### config.mk
export PLATFORM = sky130hd
export DESIGN_NAME = tagged_flux_fifo_flat
export DESIGN_NICKNAME = d
export VERILOG_FILES = /design/src/rtl/fifo_pkg.sv /design/src/rtl/read_interface.sv /design/src/rtl/write_interface.sv /design/src/rtl/flux_ring_ctrl.sv /design/src/rtl/tagged_flux_fifo.sv /design/src/flat_wrapper.sv
export SDC_FILE = /design/constraint.sdc
export NUM_CORES = 1
export LEC_CHECK = 0
export BUFFER_PORTS_ARGS = -buffer_cell sky130_fd_sc_hd__buf_2
export CORE_ASPECT_RATIO = 1.4
export CORE_MARGIN = 2
export CORE_UTILIZATION = 35
export CTS_CLUSTER_SIZE = 40
export DETAILED_ROUTE_END_ITERATION = 6
export PLACE_DENSITY = 0.55
export SYNTH_ARGS = -nofsm -noshare
export SYNTH_HDL_FRONTEND = slang
export SYNTH_SLANG_ARGS = --single-unit
### constraint.sdc
create_clock -name clk -period 3.9 [get_ports clk]
set_clock_uncertainty 0.2 [all_clocks]
set_input_delay 0.585 -clock clk [delete_from_list [all_inputs] [get_ports clk]]
set_output_delay 0.585 -clock clk [all_outputs]
set_load 0.005 [all_outputs]
### src/rtl/fifo_pkg.sv
// Shared helpers for the tagged multi-flux FIFO: width functions, default-sized
// pointer/count types and the {tag, data} token layout.
package fifo_pkg;

    function automatic int tag_width(input int flux);
        return (flux > 1) ? $clog2(flux) : 1;
    endfunction

    function automatic int ptr_width(input int depth);
        return $clog2(depth);
    endfunction

    function automatic int cnt_width(input int depth);
        return $clog2(depth + 1);
    endfunction

    localparam int DEF_FLUX       = 2;
    localparam int DEF_DEPTH      = 4;
    localparam int DEF_DATA_WIDTH = 18;

    typedef logic [ptr_width(DEF_DEPTH)-1:0] ptr_t;
    typedef logic [cnt_width(DEF_DEPTH)-1:0] cnt_t;

    typedef struct packed {
        logic [tag_width(DEF_FLUX)-1:0] tag;
        logic [DEF_DATA_WIDTH-1:0]      data;
    } token_t;

endpackage

### src/rtl/read_interface.sv
// Consumer-side port of an actor FIFO: one-hot read select, head word, per-flux empty.
interface read_interface #(
    parameter int WIDTH = 19,
    parameter int FLUX  = 2
);
    logic [FLUX-1:0]  read;
    logic [WIDTH-1:0] dout;
    logic [FLUX-1:0]  empty;

    modport fifo  (input  read, output dout, output empty);
    modport actor (output read, input  dout, input  empty);
endinterface

### src/rtl/write_interface.sv
// Producer-side port of an actor FIFO: tagged write strobe plus per-flux full.
interface write_interface #(
    parameter int WIDTH = 19,
    parameter int FLUX  = 2
);
    logic             write;
    logic [WIDTH-1:0] din;
    logic [FLUX-1:0]  full;

    modport fifo  (input  write, input  din, output full);
    modport actor (output write, output din, input  full);
endinterface

### src/rtl/flux_ring_ctrl.sv
// Pointer/occupancy bookkeeping for one flux ring; enables arrive pre-qualified.
module flux_ring_ctrl
    import fifo_pkg::*;
#(
    parameter int DEPTH = 4,
    parameter int PW    = ptr_width(DEPTH),
    parameter int CW    = cnt_width(DEPTH)
) (
    input  logic          clk_i,
    input  logic          rst_ni,
    input  logic          wr_en_i,
    input  logic          rd_en_i,
    output logic [PW-1:0] wptr_o,
    output logic [PW-1:0] rptr_o,
    output logic          empty_o,
    output logic          full_o
);

    logic [PW-1:0] wptr_q, wptr_d;
    logic [PW-1:0] rptr_q, rptr_d;
    logic [CW-1:0] cnt_q, cnt_d;

    // DEPTH is a power of two, so pointer wrap is plain overflow.
    always_comb begin
        wptr_d = wptr_q + PW'(wr_en_i);
        rptr_d = rptr_q + PW'(rd_en_i);
        cnt_d  = cnt_q + CW'(wr_en_i) - CW'(rd_en_i);
    end

    always_ff @(posedge clk_i or negedge rst_ni) begin
        if (!rst_ni) begin
            wptr_q <= '0;
            rptr_q <= '0;
            cnt_q  <= '0;
        end else begin
            wptr_q <= wptr_d;
            rptr_q <= rptr_d;
            cnt_q  <= cnt_d;
        end
    end

    assign wptr_o  = wptr_q;
    assign rptr_o  = rptr_q;
    assign empty_o = (cnt_q == '0);
    assign full_o  = (cnt_q == CW'(DEPTH));

endmodule

### src/rtl/tagged_flux_fifo.sv
// Multi-flux FIFO channel: one ring per flux in shared storage, first-word-fall-through
// read selected by a one-hot strobe, sticky protocol error flag.
module tagged_flux_fifo
    import fifo_pkg::*;
#(
    parameter int FLUX       = 2,
    parameter int DEPTH      = 4,
    parameter int DATA_WIDTH = 18
) (
    input  logic         clk,
    input  logic         rst,
    write_interface.fifo write_port_in,
    read_interface.fifo  read_port_out,
    output logic         err
);

    localparam int TAG_WIDTH = tag_width(FLUX);
    localparam int PW        = ptr_width(DEPTH);

    typedef struct packed {
        logic [TAG_WIDTH-1:0]  tag;
        logic [DATA_WIDTH-1:0] data;
    } tok_t;

    tok_t                  wr_tok, rd_tok;
    logic                  tag_ok, multi_rd;
    logic [FLUX-1:0]       wr_dec, wr_en, rd_sel, rd_en, empty, full;
    logic [PW-1:0]         wptr [FLUX];
    logic [PW-1:0]         rptr [FLUX];
    logic [TAG_WIDTH-1:0]  rd_idx;
    logic [PW-1:0]         rd_ptr, wr_ptr;
    logic [DATA_WIDTH-1:0] mem [FLUX*DEPTH];
    logic                  err_q, err_d;

    assign wr_tok = tok_t'(write_port_in.din);
    assign tag_ok = ({1'b0, wr_tok.tag} < (TAG_WIDTH+1)'(FLUX));

    // Lowest set bit wins when the consumer violates one-hot.
    assign rd_sel   = read_port_out.read & (~read_port_out.read + FLUX'(1));
    assign multi_rd = |(read_port_out.read & (read_port_out.read - FLUX'(1)));

    generate
        for (genvar gi = 0; gi < FLUX; gi++) begin : g_flux
            assign wr_dec[gi] = write_port_in.write & tag_ok & (wr_tok.tag == TAG_WIDTH'(gi));
            assign wr_en[gi]  = wr_dec[gi] & ~full[gi];
            assign rd_en[gi]  = rd_sel[gi] & ~empty[gi];

            flux_ring_ctrl #(.DEPTH(DEPTH)) u_ring (
                .clk_i   (clk),
                .rst_ni  (rst),
                .wr_en_i (wr_en[gi]),
                .rd_en_i (rd_en[gi]),
                .wptr_o  (wptr[gi]),
                .rptr_o  (rptr[gi]),
                .empty_o (empty[gi]),
                .full_o  (full[gi])
            );
        end
    endgenerate

    always_comb begin
        rd_idx = '0;
        rd_ptr = '0;
        wr_ptr = '0;
        for (int f = 0; f < FLUX; f++) begin
            if (rd_sel[f]) begin
                rd_idx = TAG_WIDTH'(f);
                rd_ptr = rptr[f];
            end
            if (wr_dec[f]) wr_ptr = wptr[f];
        end
    end

    always_ff @(posedge clk) begin
        if (|wr_en) mem[{wr_tok.tag, wr_ptr}] <= wr_tok.data;
    end

    always_comb begin
        rd_tok = '0;
        if (|rd_sel) begin
            rd_tok.tag  = rd_idx;
            rd_tok.data = mem[{rd_idx, rd_ptr}];
        end
    end

    assign err_d = err_q
                 | (write_port_in.write & (~tag_ok | (|(wr_dec & full))))
                 | (|(rd_sel & empty))
                 | multi_rd;

    always_ff @(posedge clk or negedge rst) begin
        if (!rst) err_q <= 1'b0;
        else      err_q <= err_d;
    end

    assign write_port_in.full   = full;
    assign read_port_out.empty  = empty;
    assign read_port_out.dout   = rd_tok;
    assign err                  = err_q;

endmodule

### src/flat_wrapper.sv
// flat-port wrapper written by rule: the top's interface ports become plain ports
module tagged_flux_fifo_flat import fifo_pkg::*;
#(
    parameter int FLUX       = 2,
    parameter int DEPTH      = 4,
    parameter int DATA_WIDTH = 18
)
  (clk, rst, err, write_port_in_write, write_port_in_din, write_port_in_full, read_port_out_read, read_port_out_dout, read_port_out_empty);
  write_interface #(.WIDTH(((18) + (1))), .FLUX(FLUX)) write_port_in_i ();
  read_interface #(.WIDTH(((18) + (1))), .FLUX(FLUX)) read_port_out_i ();
  input  logic clk;
  input  logic rst;
  output logic err;
  input wire logic [$bits(write_port_in_i.write)-1:0] write_port_in_write;
  input wire logic [$bits(write_port_in_i.din)-1:0] write_port_in_din;
  output wire logic [$bits(write_port_in_i.full)-1:0] write_port_in_full;
  input wire logic [$bits(read_port_out_i.read)-1:0] read_port_out_read;
  output wire logic [$bits(read_port_out_i.dout)-1:0] read_port_out_dout;
  output wire logic [$bits(read_port_out_i.empty)-1:0] read_port_out_empty;
  assign write_port_in_i.write = write_port_in_write;
  assign write_port_in_i.din = write_port_in_din;
  assign write_port_in_full = write_port_in_i.full;
  assign read_port_out_i.read = read_port_out_read;
  assign read_port_out_dout = read_port_out_i.dout;
  assign read_port_out_empty = read_port_out_i.empty;
  tagged_flux_fifo #(.FLUX(FLUX), .DEPTH(DEPTH), .DATA_WIDTH(DATA_WIDTH)) u_core (.clk(clk), .rst(rst), .write_port_in(write_port_in_i), .read_port_out(read_port_out_i), .err(err));
endmodule
# Word level (Yosys, flattened, before mapping)
# Memories as Yosys holds them, arrays and structs flattened.
# Index checks and enable logic that the tools add are counted.
# Widths: inputs -> output; s select.
# classes
addsub	10
n_mul	0
div_mod_pow	0
magnitude_cmp	0
eq_ne	2
shift	0
mux	8
bitwise_logic	20
reduce_logical	7
# ops
operator	n
$mux 19	1
$reduce_or 2->1	5
$add 2x1->2	4
$and 2x2->2	4
$mux 2	4
$and 1x1->1	7
$add 3x1->3	2
$eq 3x3->1 const B	2
$logic_not 3->1	2
$sub 3x1->3	2
$not 1->1	5
$mux 1	3
$or 1x1->1	3
$add 2x1->2 const B	1
$not 2->2	1
$sub 2x1->2 const B	1
# word_totals
ff_bits	15
latch_bits	0
ram_bits	144
rom_bits	0
in_bits	24
out_inout_bits	24
wordCells	55
memories	1
# mem_list
name	depth	word_bits	read_ports	rd_ports_with_merged_regs	wr	line	rtl
u_core.mem	8	18	1	0	1	tagged_flux_fifo.sv:32	logic [DATA_WIDTH-1:0] mem [FLUX*DEPTH];

# Longest topological paths before layout
# Gate-level depths: netlist of run 1.
# logic_depth
word_depth	8
ltp_mapped	9

# By module
# From an unflattened synthesis of run 1, not the netlist that was laid out.
# unflattened
hier_cells	349
hier_area_um2	6319.8
# modules_own_cells
mod	n_inst	cells_per_inst	area_each_um2	seq_area_each_um2
tagged_flux_fifo	1	307	5694.2	4349.2
flux_ring_ctrl	2	21	312.8	175.2

# Worst setup path before layout of run 1
# No wires, ideal clock.
# synth_timing
path_type	input to register
startpoint	input write_port_in_write
endpoint	memory u_core.mem[0][0] (enable)
setup_ns	0.420
t_arrival_ns	2.449
required_time_ns	3.280
path_slack_ns	0.832
cell_stages	3
n_path_buf	0
path_cell_list	inv_1 > nor3_1 > nor3b_1
# synth_between
elab_chain_len	5
# synth_rtl
element	line	rtl
start: declaration	flat_wrapper.sv:14	input wire logic [$bits(write_port_in_i.write)-1:0] write_port_in_write;
$and 1x1->1	tagged_flux_fifo.sv:44	assign wr_dec[gi] = write_port_in.write & tag_ok & (wr_tok.tag == TAG_WIDTH'(gi));
$and 1x1->1	tagged_flux_fifo.sv:45	assign wr_en[gi] = wr_dec[gi] & ~full[gi];
$reduce_or 2->1	tagged_flux_fifo.sv:75	if (|wr_en) mem[{wr_tok.tag, wr_ptr}] <= wr_tok.data;
$mux 1	tagged_flux_fifo.sv:75	
$mux 1 (not written as such)	tagged_flux_fifo.sv:75	
end: declaration	tagged_flux_fifo.sv:32	
# Parallel ways exist; a longest one is shown, timed or not.

# Worst setup path in the final report of run 1
# layout_timing
startpoint	register u_core.g_flux[0].u_ring.rptr_q[1]
endpoint	output read_port_out_dout[7]
# layout_between
elab_chain_len	4
# layout_rtl
element	line	rtl
start: declaration	flux_ring_ctrl.sv:20	logic [PW-1:0] rptr_q, rptr_d;
start signal: assignment	flux_ring_ctrl.sv:37	rptr_q <= rptr_d;
$mux 2 (2 in series)	tagged_flux_fifo.sv:66	if (rd_sel[f]) begin
$mem_v2 8x18	--	
$mux 19	tagged_flux_fifo.sv:80	if (|rd_sel) begin
end: declaration	flat_wrapper.sv:18	output wire logic [$bits(read_port_out_i.dout)-1:0] read_port_out_dout;
# Every way passes these cells.

==> results by group, run 1 <==
Status
  – Outcome: finished clean

Global route
  – Largest net degree at the start of global routing: 37
  – Overall Global Routing Usage: 13.49%
  – GR Overflow Total: 0
  – First-pass GRT wire length: 19000 um
  – Vias in the first global route: 3325
  – Initial antenna violation count: 1

Critical path
  – Worst r2r dst: u_core.mem[1][16]$_DFFE_PP_
  – CP Capture Type: output port
  – FF-to-FF setup slack: 1.45 ns
  – R2R depth: 4
  – RR Startpoint: u_core.g_flux[0].u_ring.cnt_q[2]$_DFF_PN0_
  – Critical Path Source Type: register
  – Max FO, Critical Path: 21
  – WP data arrival: 2.44 ns
  – Critical path class: register to output port
  – Data required, critical path: 3.12 ns

Placement
  – Port-buffer cells: 47
  – Area after DPL: 0.006837 mm2
  – Worst slack, placed: 1.075 ns
  – Detailed Place HPWL: 7200 um
  – GPL Wtd Cong: 0.7137
  – Placed Instances: 626

Routing
  – Number of routed nets with antenna violations: 0
  – Pre-antenna DRT Iters: 4
  – Post-DR wirelength/cell: 18.48 um
  – Vias per cell: 4.851
  – Routed WL: 12180 um
  – Initial drt markers: 246
  – Post-route DRC: 0
  – Vias: 3197

Power and ir drop
  – Flop pwr share: 45.8%
  – Leak Pwr: 2.796 nW
  – Sw power: 1.424 mW
  – Internal power: 3.525 mW
  – Clock share of power: 30.6%
  – Power Dens Cells: 669.2 mW/mm2
  – Sw Ratio: 28.78%
  – Worst VDD drop: 0.0003283 V
  – Combinational power share: 23.6%
  – Tot Pwr: 4.949 mW

Floorplan
  – Initial Util: 35.45%
  – Core ar.: 0.01778 mm2
  – Io pins: 48
  – Die Ht: 162.8 um
  – Row Count: 58
  – Die width: 117.4 um
  – Die area: 0.01911 mm2

Finish
  – Antenna Cells: 0
  – Fin util: 41.60%
  – Final nets: 439
  – Non-filler cells, final: 659
  – Layout cell share with drive strength beyond 1: 22.91%
  – Layout Area Growth over Synthesis: 17.35%
  – Design area: 0.007396 mm2

Logic synthesis
  – Top-area cell type share of the netlist area: 68.61%
  – Seq cells post-synth: 159
  – Largest cells by area after synthesis: edfxtp_1 69%, mux2i_1 12%, dfrtp_1 6.0%
  – Synthesized instance count: 344
  – Cell taking the most area after synthesis: edfxtp_1
  – Net Count, Synth: 377
  – Mapped cell area: 0.006302 mm2
  – Post-synthesis sequential area ratio: 74.57%
  – Netlist cell types: 32
  – Synth warn: 0
  – Post-Syn Area per Cell: 18.32 um2

STA
  – RSZ-0062 raised after global routing: false
  – Min Tclk post-route: 3.229 ns
  – Max-slew violations: 0
  – Fin Setup TNS: 0 ns
  – Post-route setup slack: 0.6710 ns
  – Slew @ Worst Pin: 0.8827 ns
  – Tcrit/Tclk final: 82.79%
  – Min Hold Slack: 0.2371 ns
  – Final setup violation count: 0
  – Peak Freq: 309.7 MHz
  – Final Hold Vio Count: 0
  – Relative slew margins: 41.01%

Clock network
  – TritonCTS clock tree: yes
  – Worst-path clk slew: 0.06 ns
  – CTS HTree Levels: 4
  – CTS buffer count: 17
  – Maximum clock path buffer count: 2
  – Post-CTS Setup Bufs: 0
  – PostCTS Resize Cnt: 0
  – CTS Root Cell: clkbuf_16
  – Clock sink total: 159
  – Hold_buf cts: 1
  – Skew-Pair Late Insertion Delay: 0.42 ns

Run
  – Max Cap Viol: 0

Hold path
  – Hold WC Path Type: input pin to register
  – Hold path endpoint: u_core.mem[0][5]$_DFFE_PP_
  – Hold Crit Depth: 1
  – Worst hold start: write_port_in_din[5]
-- synth_stat cells --
master,count
nor3b_1,3
and3b_1,2
and3_1,2
buf_8,1
buf_12,2
o22a_1,18
nor2_1,2
o211ai_1,1
xor2_1,4
nand3_1,1
nand2b_1,1
edfxtp_1,144
fa_1,2
nor3_1,4
mux2i_1,73
clkbuf_1,3
dfrtp_1,15
or3b_2,1
nor2b_1,3
xnor2_1,5
o221ai_1,18
nand2_1,5
clkbuf_2,1
a21oi_1,2
buf_4,4
o21ai_0,1
buf_1,1
buf_6,1
or2b_1,1
inv_1,11
buf_2,5
ha_1,7
-- registers in the layout (all words and copies together), names as in the netlist --
register and cells:
u_core.mem 144, u_core.g_flux.u_ring.cnt_q 6, u_core.g_flux.u_ring.rptr_o 4, u_core.g_flux.u_ring.wptr_o 4, u_core.err 1
-- worst max-delay path by stage --
stage	end	depth (start not counted)	start	slack (ns)
after floorplan	u_core.mem[0][0]$_DFFE_PP_	3	write_port_in_write	0.83
after global placement	read_port_out_dout[7]	5	u_core.g_flux[0].u_ring.rptr_o[1]$_DFF_PN0_	1.09
after detailed placement	read_port_out_dout[7]	5	u_core.g_flux[0].u_ring.rptr_o[1]$_DFF_PN0_	1.08
after CTS	read_port_out_dout[7]	5	u_core.g_flux[0].u_ring.rptr_o[1]$_DFF_PN0_	0.61
after global routing	read_port_out_dout[8]	5	u_core.g_flux[0].u_ring.rptr_o[1]$_DFF_PN0_	0.50
final	read_port_out_dout[7]	5	u_core.g_flux[0].u_ring.rptr_o[1]$_DFF_PN0_	0.67
-- worst max-delay path, cell delays in order, from the launching register on --
cell	delay [ns]
dfrtp_2	0.73
buf_4	0.48
mux2i_1	0.37
o22a_1	0.18
o221ai_1	0.11
buf_2	0.15
-- logic make-up after synthesis --
group                      Yosys count  synth area share (%)
AOI/OAI and AO/OA                   40                 5.360
xor gates and xnor gates             9                 1.251
adders and majority gates            9                 2.025
buffers and inverters               29                 2.898
DFF                                159                 74.57
muxes                               73                 11.59
and+or+nand+nor                     25                 2.303
-- per-layer routing --
layer	GRT usage, %	vias to the layer above	share of wire [%]
met1	16.16	1621	44
met2	22.75	72	49
met3	3.326	22	3.9
met5	0	-	0
met4	6.791	0	3.1
li1	-	1482	-
-- cells in the final DEF (no fill, tap or decap), drive strengths merged --
| master | count |
|---|---|
| nor3 | 4 |
| o22a | 18 |
| o21ai | 1 |
| nor2 | 2 |
| nand2 | 5 |
| ha | 7 |
| or2b | 1 |
| nor3b | 3 |
| nand2b | 1 |
| dlygate4sd3 | 1 |
| buf | 60 |
| o211ai | 1 |
| or3b | 1 |
| clkbuf | 18 |
| dfrtp | 15 |
| o221ai | 18 |
| inv | 12 |
| mux2i | 73 |
| fa | 2 |
| a21oi | 2 |
| clkinvlp | 5 |
| nor2b | 3 |
| and3b | 2 |
| xor2 | 4 |
| xnor2 | 5 |
| bufinv | 1 |
| clkinv | 7 |
| nand3 | 1 |
| edfxtp | 144 |
| and3 | 2 |
-- power by group through the flow --
stage | combinational [mW] | clock [mW] | sequential [mW]
floorplan | 0.889 | 0 | 2.23
global placement | 1.17 | 0 | 2.29
detailed placement | 1.20 | 0 | 2.30
CTS | 1.20 | 1.54 | 2.27
global route | 1.30 | 1.61 | 2.29
finish | 1.17 | 1.51 | 2.27
-- layout make-up --
class | count | area (um2)
timing repair buffer | 61 | 355.3
tap | 240 | 300.3
inverter | 11 | 41.29
fill | 1577 | 10380
clock inverter | 14 | 120.1
clock buffer | 18 | 429.2
sequential | 159 | 4701
multi-input combinational | 156 | 1449
Power figures use the tool's default switching activity.
==> run 2: changes to the inputs <==
PLACE_DENSITY = 0.57   (was 0.55)
clock period = 2.6 ns   (was 3.9 ns; I/O delays follow)
==> run 2 against run 1 <==
Net effect: the run now ends with setup timing left; worst hold slack worse by 0.20 ns; global-route usage down 0.19 points; core utilization up 1.7 points; register-to-register slack worse by 1.3 ns; sequential power up 47%; die area unchanged; critical endpoint is now read_port_out_dout[6]; largest cell class unchanged.
==> results by group, run 2 (same netlist as run 1, synthesis figures left out) <==
Critical path
  – Critical path class: register to output port
  – CP startpoint: u_core.g_flux[1].u_ring.rptr_o[1]$_DFF_PN0_
  – Critical Path, Cell by Cell: and3b_2 -> a21oi_4 -> buf_6 -> clkbuf_16 -> mux2i_1 -> o221ai_1 -> buf_2
  – R2R depth: 7 (+3)
  – FF-to-FF setup slack: 0.20 ns (-1.25 ns)
  – RR Startpoint: u_core.g_flux[1].u_ring.cnt_q[1]$_DFF_PN0_
  – Worst r2r dst: u_core.g_flux[1].u_ring.cnt_q[2]$_DFF_PN0_
  – Data required, critical path: 2.01 ns (-1.11 ns)
  – WP data arrival: 2.01 ns (-0.43 ns)
  – WP buf/inv: 3 (+1)
  – CP Capture Type: output port
  – Critical Path Source Type: register
  – Worst stage delay on the critical path: 0.37 ns (-0.36 ns)
  – Max FO, Critical Path: 5 (-76%)
  – Delay-heaviest family, CP: buffers and inverters
  – Critical path's slowest cell: dfrtp_1

Finish
  – Biggest regs: u_core.mem: 144 flops, u_core.g_flux.u_ring.cnt_q: 6 flops
  – Most common cell after layout, fill and taps aside: edfxtp_1
  – Commonest non-fill, non-tap cells in the layout: 144 x edfxtp_1, 71 x mux2i_1, 47 x buf_2
  – Antenna Cells: 0 (unchanged)
  – Largest Register: u_core.mem
  – Largest register FFs: 144 (unchanged)
  – Layout cell share with drive strength beyond 1: 26.39% (+3.5 points)
  – Final nets: 452 (+3.0%)
  – Layout Area Growth over Synthesis: 22.20%

Clock network
  – Skew-Pair Late Insertion Delay: 0.42 ns (about the same)
  – CTS buffer count: 17 (unchanged)
  – Clock sink total: 159 (unchanged)
  – TritonCTS clock tree: yes
  – Maximum clock path buffer count: 2 (unchanged)
  – CTS HTree Levels: 4 (unchanged)
  – Worst-path clk slew: 0.06 ns (about the same)
  – CTS Root Cell: clkbuf_16

Global route
  – GR Overflow Total: 0 (unchanged)
  – First-pass GRT wire length: 18780 um (-1.1%)
  – Vias in the first global route: 3438 (+3.4%)
  – Initial antenna violation count: 2 (+1)
  – Largest net degree at the start of global routing: 37 (unchanged)
  – Overall Global Routing Usage: 13.31% (-0.19 points)

Hold path
  – Worst hold start: write_port_in_din[10]
  – Hold WC Path Type: input pin to register
  – Hold Crit Depth: 1 (unchanged)
  – Hold path endpoint: u_core.mem[0][10]$_DFFE_PP_

STA
  – Final setup violation count: 1 (+1)
  – Relative slew margins: 58.52% (+18 points)
  – Peak Freq: 384.3 MHz
  – RSZ-0062 raised after global routing: true
  – Post-route setup slack: -0.002375 ns (-0.6734 ns)
  – Slew @ Worst Pin: 0.6175 ns (-0.2653 ns)
  – Max-slew violations: 0 (unchanged)
  – Fin Setup TNS: -0.002375 ns (-0.002375 ns)
  – Tcrit/Tclk final: 100.1%
  – Final Hold Vio Count: 0 (unchanged)
  – Min Tclk post-route: 2.602 ns

Routing
  – Pre-antenna DRT Iters: 4 (unchanged)
  – Post-DR wirelength/cell: 18.41 um (-0.41%)
  – Vias: 3224 (+0.84%)
  – Post-route DRC: 0 (unchanged)
  – Initial drt markers: 192 (-22%)
  – Number of routed nets with antenna violations: 0 (unchanged)
  – Routed WL: 12370 um (+1.6%)
  – Vias per cell: 4.798 (-1.1%)

Placement
  – GPL Wtd Cong: 0.6586 (-7.7%)
  – Port-buffer cells: 47 (unchanged)
  – Detailed Place HPWL: 7155 um (-0.62%)

Status
  – Violated checks: setup timing
  – Outcome: complete, but fails checks

Floorplan
  – Die width: 117.4 um (unchanged)
  – Initial Util: 35.45% (unchanged)
  – Io pins: 48 (unchanged)
  – Core ar.: 0.01778 mm2 (unchanged)
  – Die Ht: 162.8 um (unchanged)
  – Die area: 0.01911 mm2 (unchanged)
  – Row Count: 58 (unchanged)

Power and ir drop
  – Tot Pwr: 7.990 mW (+61%)
  – Power Dens Cells: 1037 mW/mm2 (+55%)
  – Leak Pwr: 2.938 nW (+5.0%)
  – Worst VDD drop: 0.0006383 V (+94%)

Run
  – Max Cap Viol: 0 (unchanged)
[run 2: worst reg2reg max path, cell delays in order (launching register included)]
cell and delay, ns:
dfrtp_1 0.40, or3b_2 0.48, nand3_1 0.21, inv_1 0.13
ha_1 0.22, fa_1 0.38, xnor2_1 0.17, xnor2_1 0.14
[run 2: repair_timing]
item | 4_1_cts | 5_1_grt
hold buffers | 1 | 0
cloned | 0 | 4
endpoints found under the hold margin | 15 | 0
gates resized for setup | 2 | 7
setup endpoints to repair | 4 | 13
pin swaps | 2 | 4
setup buffers | 0 | 3
[run 2: per-layer routing]
metal / vias up / part of all wire [%] / wire length (um) / GRT usage (%)
met2: 60 / 53 / 6513 / 23.42
met4: 2 / 1.4 / 172 / 5.531
li1: 1514 / - / - / -
met5: - / 0.057 / 7 / 0
met1: 1634 / 42 / 5160 / 14.93
met3: 14 / 4.2 / 514 / 4.272
[run 2: how the worst max path moves through the flow]
stage,to,cells past startpoint
4_1_cts,read_port_out_dout[10],6
6_report,read_port_out_dout[6],7
3_3_place_gp,u_core.g_flux[1].u_ring.cnt_q[2]$_DFF_PN0_,10
3_5_place_dp,u_core.g_flux[1].u_ring.cnt_q[2]$_DFF_PN0_,10
2_1_floorplan,u_core.mem[4][0]$_DFFE_PP_,3
5_1_grt,read_port_out_dout[10],7
[run 2: where the power goes]
| part | switching [mW] | leakage, nW | total [mW] | internal (mW) |
|---|---|---|---|---|
| Combinational | 1.06 | 1.17 | 2.07 | 1.01 |
| Clock | 0.966 | 0.294 | 2.58 | 1.61 |
| Sequential | 0.175 | 1.48 | 3.34 | 3.17 |
[run 2: area by class of cell]
type                       instances  area, um2
clock inverter                    13      186.4
sequential                       159       4701
fill                            1563      10080
tap                              240      300.3
inverter                          11      41.29
multi-input combinational        156       1485
clock buffer                      19      432.9
timing repair buffer              74      554.3
[run 2: stage by stage]
step                      hold WS [ns]  cells  cell area [um2]  setup slack [ns]  util, %
after floorplan                -0.1056    344             6312          0.007871        -
after global placement          0.1194    632             6919            0.2225    38.92
after global routing           0.04206    672             7701          -0.06592    43.31
after detailed placement        0.1219    632             6919            0.1702    38.92
after CTS                      0.02070    665             7561         -0.004327    42.53
final                          0.03737    672             7701         -0.002375    43.31
